## src/rtl/display_demultiplex_pkg.sv

```systemverilog
// Shared definitions for the 7-segment display bus blocks.
//   - SEG_0..SEG_F / SEG_BLANK : g..a glyph patterns, active high
//   - demux_state_e            : receive FSM state encoding
//   - us_to_ticks()            : microseconds -> clock ticks for a given clock rate
package display_demultiplex_pkg;

    localparam logic [6:0] SEG_0     = 7'h3F;
    localparam logic [6:0] SEG_1     = 7'h06;
    localparam logic [6:0] SEG_2     = 7'h5B;
    localparam logic [6:0] SEG_3     = 7'h4F;
    localparam logic [6:0] SEG_4     = 7'h66;
    localparam logic [6:0] SEG_5     = 7'h6D;
    localparam logic [6:0] SEG_6     = 7'h7D;
    localparam logic [6:0] SEG_7     = 7'h07;
    localparam logic [6:0] SEG_8     = 7'h7F;
    localparam logic [6:0] SEG_9     = 7'h6F;
    localparam logic [6:0] SEG_A     = 7'h77;
    localparam logic [6:0] SEG_B     = 7'h7C;
    localparam logic [6:0] SEG_C     = 7'h39;
    localparam logic [6:0] SEG_D     = 7'h5E;
    localparam logic [6:0] SEG_E     = 7'h79;
    localparam logic [6:0] SEG_F     = 7'h71;
    localparam logic [6:0] SEG_BLANK = 7'h00;

    typedef enum logic [1:0] {
        ST_WAIT   = 2'd0,
        ST_SETTLE = 2'd1,
        ST_HOLD   = 2'd2
    } demux_state_e;

    function automatic int us_to_ticks(input int clock_hz, input int us);
        return clock_hz / 1_000_000 * us;
    endfunction

endpackage

```

## src/rtl/display_demultiplex_if.sv

```systemverilog
// Display bus as seen by the receiver: raw cathode/segment pins in,
// rebuilt value and status flags out.
//   slave  : the demultiplexer (samples pins, drives results)
//   master : whatever drives the pins and consumes the results
interface display_demultiplex_if;
    logic [7:0]  Cathodes_i;       // one-hot digit select, bit n = digit n
    logic [7:0]  Segments_i;       // [7]=DP, [6:0]=g..a
    logic [31:0] Data_o;           // digit n in [4n+3:4n]
    logic [7:0]  DecimalPoints_o;
    logic [7:0]  Blank_o;
    logic [7:0]  Invalid_o;
    logic        FrameDone_o;
    logic        Active_o;

    modport slave (
        input  Cathodes_i, Segments_i,
        output Data_o, DecimalPoints_o, Blank_o, Invalid_o, FrameDone_o, Active_o
    );

    modport master (
        output Cathodes_i, Segments_i,
        input  Data_o, DecimalPoints_o, Blank_o, Invalid_o, FrameDone_o, Active_o
    );
endinterface

```

## src/rtl/display_demultiplex_segment_pattern_decoder.sv

```systemverilog
// Combinational inverse of the 7-segment hex encoder.
//   seg_i     : g..a pattern (DP excluded)
//   nibble_o  : hex value, 0 when blank or invalid
//   blank_o   : all segments off
//   invalid_o : pattern is not one of the 16 hex glyphs
module segment_pattern_decoder
    import display_demultiplex_pkg::*;
(
    input  logic [6:0] seg_i,
    output logic [3:0] nibble_o,
    output logic       blank_o,
    output logic       invalid_o
);
    always_comb begin
        nibble_o  = 4'h0;
        blank_o   = 1'b0;
        invalid_o = 1'b0;
        case (seg_i)
            SEG_0:     nibble_o = 4'h0;
            SEG_1:     nibble_o = 4'h1;
            SEG_2:     nibble_o = 4'h2;
            SEG_3:     nibble_o = 4'h3;
            SEG_4:     nibble_o = 4'h4;
            SEG_5:     nibble_o = 4'h5;
            SEG_6:     nibble_o = 4'h6;
            SEG_7:     nibble_o = 4'h7;
            SEG_8:     nibble_o = 4'h8;
            SEG_9:     nibble_o = 4'h9;
            SEG_A:     nibble_o = 4'hA;
            SEG_B:     nibble_o = 4'hB;
            SEG_C:     nibble_o = 4'hC;
            SEG_D:     nibble_o = 4'hD;
            SEG_E:     nibble_o = 4'hE;
            SEG_F:     nibble_o = 4'hF;
            SEG_BLANK: blank_o   = 1'b1;
            default:   invalid_o = 1'b1;
        endcase
    end
endmodule

```

## src/rtl/display_demultiplex.sv

```systemverilog
// Receive side of the multiplexed 8-digit 7-segment bus. Samples the raw
// cathode/segment pins, waits for a stable dwell on a single digit, and
// rebuilds the 32-bit hex value, DPs and per-digit blank/invalid flags.
//   Clock, Reset (async, active low)
//   bus (slave) : Cathodes_i/Segments_i in; Data_o, DecimalPoints_o,
//                 Blank_o, Invalid_o, FrameDone_o, Active_o out (all registered)
module display_demultiplex
    import display_demultiplex_pkg::*;
#(
    parameter int CLOCK_HZ   = 10_000_000,
    parameter int SETTLE_US  = 50,
    parameter int TIMEOUT_US = 20_000
) (
    input  logic                  Clock,
    input  logic                  Reset,
    display_demultiplex_if.slave  bus
);
    localparam int SETTLE_TICKS  = us_to_ticks(CLOCK_HZ, SETTLE_US);
    localparam int TIMEOUT_TICKS = us_to_ticks(CLOCK_HZ, TIMEOUT_US);
    localparam int SW = $clog2(SETTLE_TICKS + 1);
    localparam int TW = $clog2(TIMEOUT_TICKS + 1);
    localparam logic [SW-1:0] SET_MAX = SW'(SETTLE_TICKS - 1);
    localparam logic [TW-1:0] TMO_MAX = TW'(TIMEOUT_TICKS - 1);

    // {cathodes, segments}: two sync stages, then a previous-value copy
    logic [15:0] sync1_q, sync1_d, sync2_q, sync2_d, prev_q, prev_d;
    demux_state_e state_q, state_d;
    logic [SW-1:0] set_cnt_q, set_cnt_d;
    logic [TW-1:0] tmo_cnt_q, tmo_cnt_d;
    logic [31:0] data_q, data_d;
    logic [7:0]  dp_q, dp_d, blank_q, blank_d, invalid_q, invalid_d, mask_q, mask_d;
    logic        frame_done_q, frame_done_d, active_q, active_d;

    logic [7:0] cath, seg, new_mask;
    logic       one_hot, any_chg, cath_chg, capture;
    logic [2:0] idx;
    logic [3:0] nibble;
    logic       glyph_blank, glyph_invalid;

    assign cath     = sync2_q[15:8];
    assign seg      = sync2_q[7:0];
    assign one_hot  = $onehot(cath);
    assign any_chg  = (sync2_q != prev_q);
    assign cath_chg = (cath != prev_q[15:8]);

    segment_pattern_decoder u_dec (
        .seg_i     (seg[6:0]),
        .nibble_o  (nibble),
        .blank_o   (glyph_blank),
        .invalid_o (glyph_invalid)
    );

    always_comb begin
        sync1_d = {bus.Cathodes_i, bus.Segments_i};
        sync2_d = sync1_q;
        prev_d  = sync2_q;
        idx     = 3'd0;
        for (int i = 0; i < 8; i++) begin
            if (cath[i]) idx = 3'(i);
        end
    end

    // Receive FSM
    always_comb begin
        state_d   = state_q;
        set_cnt_d = set_cnt_q;
        capture   = 1'b0;
        case (state_q)
            ST_WAIT: begin
                if (one_hot) begin
                    state_d   = ST_SETTLE;
                    set_cnt_d = '0;
                end
            end
            ST_SETTLE: begin
                if (any_chg) begin
                    set_cnt_d = '0;
                    if (!one_hot) state_d = ST_WAIT;
                end else if (set_cnt_q == SET_MAX) begin
                    capture = 1'b1;
                    state_d = ST_HOLD;
                end else begin
                    set_cnt_d = set_cnt_q + 1'b1;
                end
            end
            ST_HOLD: begin
                // Leaving HOLD behaves as WAIT in the same cycle, so a direct
                // switch to another digit starts its settle immediately.
                if (cath_chg) begin
                    if (one_hot) begin
                        state_d   = ST_SETTLE;
                        set_cnt_d = '0;
                    end else begin
                        state_d = ST_WAIT;
                    end
                end
            end
            default: state_d = ST_WAIT;
        endcase
    end

    // Capture registers, frame tracking and activity timeout
    always_comb begin
        data_d       = data_q;
        dp_d         = dp_q;
        blank_d      = blank_q;
        invalid_d    = invalid_q;
        mask_d       = mask_q;
        active_d     = active_q;
        frame_done_d = 1'b0;
        new_mask     = mask_q | (8'h01 << idx);
        tmo_cnt_d    = tmo_cnt_q;

        if (capture)                 tmo_cnt_d = '0;
        else if (tmo_cnt_q != TMO_MAX) tmo_cnt_d = tmo_cnt_q + 1'b1;

        if (capture) begin
            data_d[4*idx +: 4] = nibble;
            blank_d[idx]       = glyph_blank;
            invalid_d[idx]     = glyph_invalid;
            dp_d[idx]          = seg[7];
            active_d           = 1'b1;
            if (new_mask == 8'hFF) begin
                frame_done_d = 1'b1;
                mask_d       = 8'h00;
            end else begin
                mask_d = new_mask;
            end
        end else if (tmo_cnt_q == TMO_MAX) begin
            // Displayed data is kept; only the partial frame is dropped.
            active_d = 1'b0;
            mask_d   = 8'h00;
        end
    end

    always_ff @(posedge Clock or negedge Reset) begin
        if (!Reset) begin
            sync1_q      <= '0;
            sync2_q      <= '0;
            prev_q       <= '0;
            state_q      <= ST_WAIT;
            set_cnt_q    <= '0;
            tmo_cnt_q    <= '0;
            data_q       <= '0;
            dp_q         <= '0;
            blank_q      <= 8'hFF;
            invalid_q    <= '0;
            mask_q       <= '0;
            frame_done_q <= 1'b0;
            active_q     <= 1'b0;
        end else begin
            sync1_q      <= sync1_d;
            sync2_q      <= sync2_d;
            prev_q       <= prev_d;
            state_q      <= state_d;
            set_cnt_q    <= set_cnt_d;
            tmo_cnt_q    <= tmo_cnt_d;
            data_q       <= data_d;
            dp_q         <= dp_d;
            blank_q      <= blank_d;
            invalid_q    <= invalid_d;
            mask_q       <= mask_d;
            frame_done_q <= frame_done_d;
            active_q     <= active_d;
        end
    end

    assign bus.Data_o          = data_q;
    assign bus.DecimalPoints_o = dp_q;
    assign bus.Blank_o         = blank_q;
    assign bus.Invalid_o       = invalid_q;
    assign bus.FrameDone_o     = frame_done_q;
    assign bus.Active_o        = active_q;

endmodule
```

## src/flat_wrapper.sv

```systemverilog
// flat-port wrapper written by rule: the top's interface ports become plain ports
module display_demultiplex_flat import display_demultiplex_pkg::*;
#(
    parameter int CLOCK_HZ   = 10_000_000,
    parameter int SETTLE_US  = 50,
    parameter int TIMEOUT_US = 20_000
)
  (Clock, Reset, bus_Cathodes_i, bus_Segments_i, bus_Data_o, bus_DecimalPoints_o, bus_Blank_o, bus_Invalid_o, bus_FrameDone_o, bus_Active_o);
  display_demultiplex_if bus_i ();
  input  logic Clock;
  input  logic Reset;
  input wire logic [$bits(bus_i.Cathodes_i)-1:0] bus_Cathodes_i;
  input wire logic [$bits(bus_i.Segments_i)-1:0] bus_Segments_i;
  output wire logic [$bits(bus_i.Data_o)-1:0] bus_Data_o;
  output wire logic [$bits(bus_i.DecimalPoints_o)-1:0] bus_DecimalPoints_o;
  output wire logic [$bits(bus_i.Blank_o)-1:0] bus_Blank_o;
  output wire logic [$bits(bus_i.Invalid_o)-1:0] bus_Invalid_o;
  output wire logic [$bits(bus_i.FrameDone_o)-1:0] bus_FrameDone_o;
  output wire logic [$bits(bus_i.Active_o)-1:0] bus_Active_o;
  assign bus_i.Cathodes_i = bus_Cathodes_i;
  assign bus_i.Segments_i = bus_Segments_i;
  assign bus_Data_o = bus_i.Data_o;
  assign bus_DecimalPoints_o = bus_i.DecimalPoints_o;
  assign bus_Blank_o = bus_i.Blank_o;
  assign bus_Invalid_o = bus_i.Invalid_o;
  assign bus_FrameDone_o = bus_i.FrameDone_o;
  assign bus_Active_o = bus_i.Active_o;
  display_demultiplex #(.CLOCK_HZ(CLOCK_HZ), .SETTLE_US(SETTLE_US), .TIMEOUT_US(TIMEOUT_US)) u_core (.Clock(Clock), .Reset(Reset), .bus(bus_i));
endmodule
```

## config.mk

```make
export PLATFORM = sky130hd
export DESIGN_NAME = display_demultiplex_flat
export DESIGN_NICKNAME = d
export VERILOG_FILES = /design/src/rtl/display_demultiplex_pkg.sv /design/src/rtl/display_demultiplex_if.sv /design/src/rtl/display_demultiplex_segment_pattern_decoder.sv /design/src/rtl/display_demultiplex.sv /design/src/flat_wrapper.sv
export SDC_FILE = /design/constraint.sdc
export NUM_CORES = 1
export LEC_CHECK = 0
export CORE_AREA = 3 3 104 106
export DETAILED_ROUTE_END_ITERATION = 16
export DIE_AREA = 0 0 107 109
export DONT_BUFFER_PORTS = 1
export MAX_ROUTING_LAYER = met4
export PLACE_DENSITY = 0.78
export SYNTH_ARGS = -nofsm -noshare
export SYNTH_HDL_FRONTEND = slang
export SYNTH_SLANG_ARGS = --single-unit
```

## constraint.sdc

```tcl
create_clock -name Clock -period 8.7 [get_ports Clock]
set_input_delay 2.175 -clock Clock [delete_from_list [all_inputs] [get_ports Clock]]
set_output_delay 2.175 -clock Clock [all_outputs]
set_load 0.005 [all_outputs]
```

==> reports/results.txt <==
Post-Syn Area: 6410 sq um
Max Cap Viol: 0
CTS Buf Count: 17
CTS tree: built
IO buf count: 0
routability cong.: 0.847
Final Max Slew Viols: 0
nets: 591
vias in the first global route: 4321
Post-DRT Antenna Nets: 0
leakage power: 3.37 nW
Die Height: 109 um
Most used DFF post-synth: dfrtp_1
cells resized by post-CTS repair: 0
crit path max fanout: 10
clk_lat worst skew: 530 ps
Max stage delay on crit path: 510 ps
Root Buffer: clkbuf_8
# setup viols final: 0
RSZ-0062 raised after global routing: no
Mapped Nets: 585
share of layout cells above drive strength 1: 17.8%
setup TNS: 0 ps
# clock sinks: 143
outcome: finished, final reports clean
crit path launch type: flop
Rel. slew slack: 20.0%
CP endpoint kind: flop
largest net degree at the start of global routing: 144
Syn-to-layout area delta: 11.6%
critical-path cell list: inv_1 > ha_1 > inv_1 > fa_1 > fa_1 > inv_1 > ha_1 > fa_1 > nor4b_1 > nor2_1 > a21oi_1 > o311ai_2 > a221o_1
post-layout minimum cycle time: 3860 ps
Die Footprint: 11700 sq um
endpoints failing hold: 0
remaining global-route overflow: 0
Hold Buf Count CTS: 0
Fmax achieved: 259 MHz
area of the core: 9860 sq um
Seq cells post-synth: 143
n_diodes: 0
worst endpoint required time: 9110 ps
Tightest Pin Transition: 1190 ps
slowest CP cell: fa_1
Final Skew: 10.3 ps
Clock Path Buffers: 2
drc violations: 0
Yosys warning count: 0
highest-count cells in the layout ignoring fill and taps: dfrtp_1, nor2_1, mux2_2
Initial Util: 65.0%
H-tree lvl count: 4
HP Class: flop to flop
Rows: 36
PD cells: 214 nW/um^2
crit path DAT: 4280 ps
clk slew on worst S/H paths: 60 ps
number of DRC markers in iteration 0: 258
kind of critical path: flop to flop
post-synthesis cell count: 547
highest metal used: met4
WL final: 13200 um
most common cell after layout, fill and taps aside: dfrtp_1
initial antenna violation count: 0
Routed met3 length: 830 um
met1 WL: 5400 um
WL per Instance: 18.9 um
delay-heaviest family, CP: adder cells
Fin Hold WS: 349 ps
Bufs and invs on worst path: 3
GR Util All Layers: 24.8%
vias per std cell: 5.98
setup repair bufs after CTS: 0
Detailed Routing Iterations Pass 1: 4
WL met2: 6740 um
via count: 4182
Distinct cells, synth: 62
Post-synth EDFFs: 0
Ports: 76
Post-DP HPWL: 8600 um
FILL cells: 605
Max VDD drop: 184 uV
period utilization: 44.4%
Die Wd: 107 um
first-pass GRT wire length: 21600 um
syn avg cell area: 11.7 sq um
post-synthesis sequential area ratio: 56.0%
Async SR Flop Fraction: 100%
==> layer usage <==
layer	track usage, %	vias to the layer above
met3	8.64	18
li1	-	1945
met2	40.2	107
met5	-	-
met1	29.0	2112
met4	9.04	0
==> per-stage QoR <==
stage	setup WS (ps)	instances	total power, mW	cell area (sq um)	utilization, %
2_1_floorplan	5200	547	0.766	6410	-
3_3_place_gp	5020	667	0.780	6540	66.3
3_5_place_dp	4840	667	0.786	6540	66.3
4_1_cts	4810	699	1.54	7160	72.6
5_1_grt	4580	699	1.58	7160	72.6
6_report	4840	699	1.53	7160	72.6
==> final timing paths <==
check                                        from                    end  slack (ps)  cells after the start
worst min register to register  u_core.sync1_q[6]       u_core.prev_d[6]         350                      0
min in group asynchronous                   Reset      u_core.state_q[1]        1340                      0
worst min-delay path            u_core.sync1_q[6]       u_core.prev_d[6]         350                      0
max in group asynchronous                   Reset  u_core.bus.Blank_o[0]        7120                      0
worst max register to register  u_core.prev_d[13]    u_core.set_cnt_q[7]        4840                     13
worst max-delay path            u_core.prev_d[13]    u_core.set_cnt_q[7]        4840                     13
==> flip-flops by register name, summed over array words and instances (netlist names), 9 cells and up <==
| register | cells |
|---|---|
| u_core.prev_d | 16 |
| u_core.bus.Data_o | 32 |
| u_core.tmo_cnt_q | 18 |
| u_core.prev_q | 16 |
| u_core.set_cnt_q | 9 |
| u_core.sync1_q | 16 |
==> layout make-up <==
type	count	area (sq um)	share of cell area, %
Clock buffer	21	469	6.55
Multi-Input combinational cell	355	2640	36.8
Timing Repair Buffer	4	30.0	0.419
Tap cell	133	166	2.32
Inverter	32	120	1.68
Clock inverter	11	151	2.11
Sequential cell	143	3590	50.1
==> where the power goes <==
part           switching (mW)  internal (mW)
Clock                   0.283          0.471
Combinational          0.0488         0.0314
Sequential             0.0160          0.678
==> synth_stat cells, types with 5 or more instances <==
| cell type | instances | area, sq um |
|---|---|---|
| nand2_1 | 28 | 105 |
| clkbuf_1 | 11 | 41.3 |
| and3_1 | 9 | 56.3 |
| nand4_1 | 9 | 56.3 |
| nor3_1 | 12 | 60.1 |
| nor2_1 | 48 | 180 |
| a21oi_1 | 21 | 105 |
| inv_1 | 31 | 116 |
| nand3_1 | 24 | 120 |
| o21ai_0 | 14 | 70.1 |
| dfstp_2 | 8 | 210 |
| nand2b_1 | 10 | 62.6 |
| dfrtp_1 | 135 | 3380 |
| a41oi_1 | 5 | 43.8 |
| ha_1 | 16 | 200 |
| mux2_2 | 44 | 495 |
| mux2i_1 | 12 | 120 |
| nor4_1 | 8 | 50.1 |
| xor2_1 | 26 | 228 |
==> kinds of logic after synthesis <==
logic type,synth area share [%]
XOR/XNOR,4.10
AND/OR/NAND/NOR,15.9
flip-flops,56.0
AO/OA/AOI/OAI,6.46
buffers and inverters,3.04
multiplexers,10.2
adder cells (fa/ha/maj),4.37
==> worst register-to-register path, cell delays in order, from the launching register on <==
cell	delay (ps)
dfrtp_1	470
inv_1	100
ha_1	280
inv_1	50
fa_1	380
fa_1	510
inv_1	40
ha_1	200
fa_1	430
nor4b_1	430
nor2_1	80
a21oi_1	150
o311ai_2	250
a221o_1	360
No activity file was read; power rests on OpenSTA's default activity.
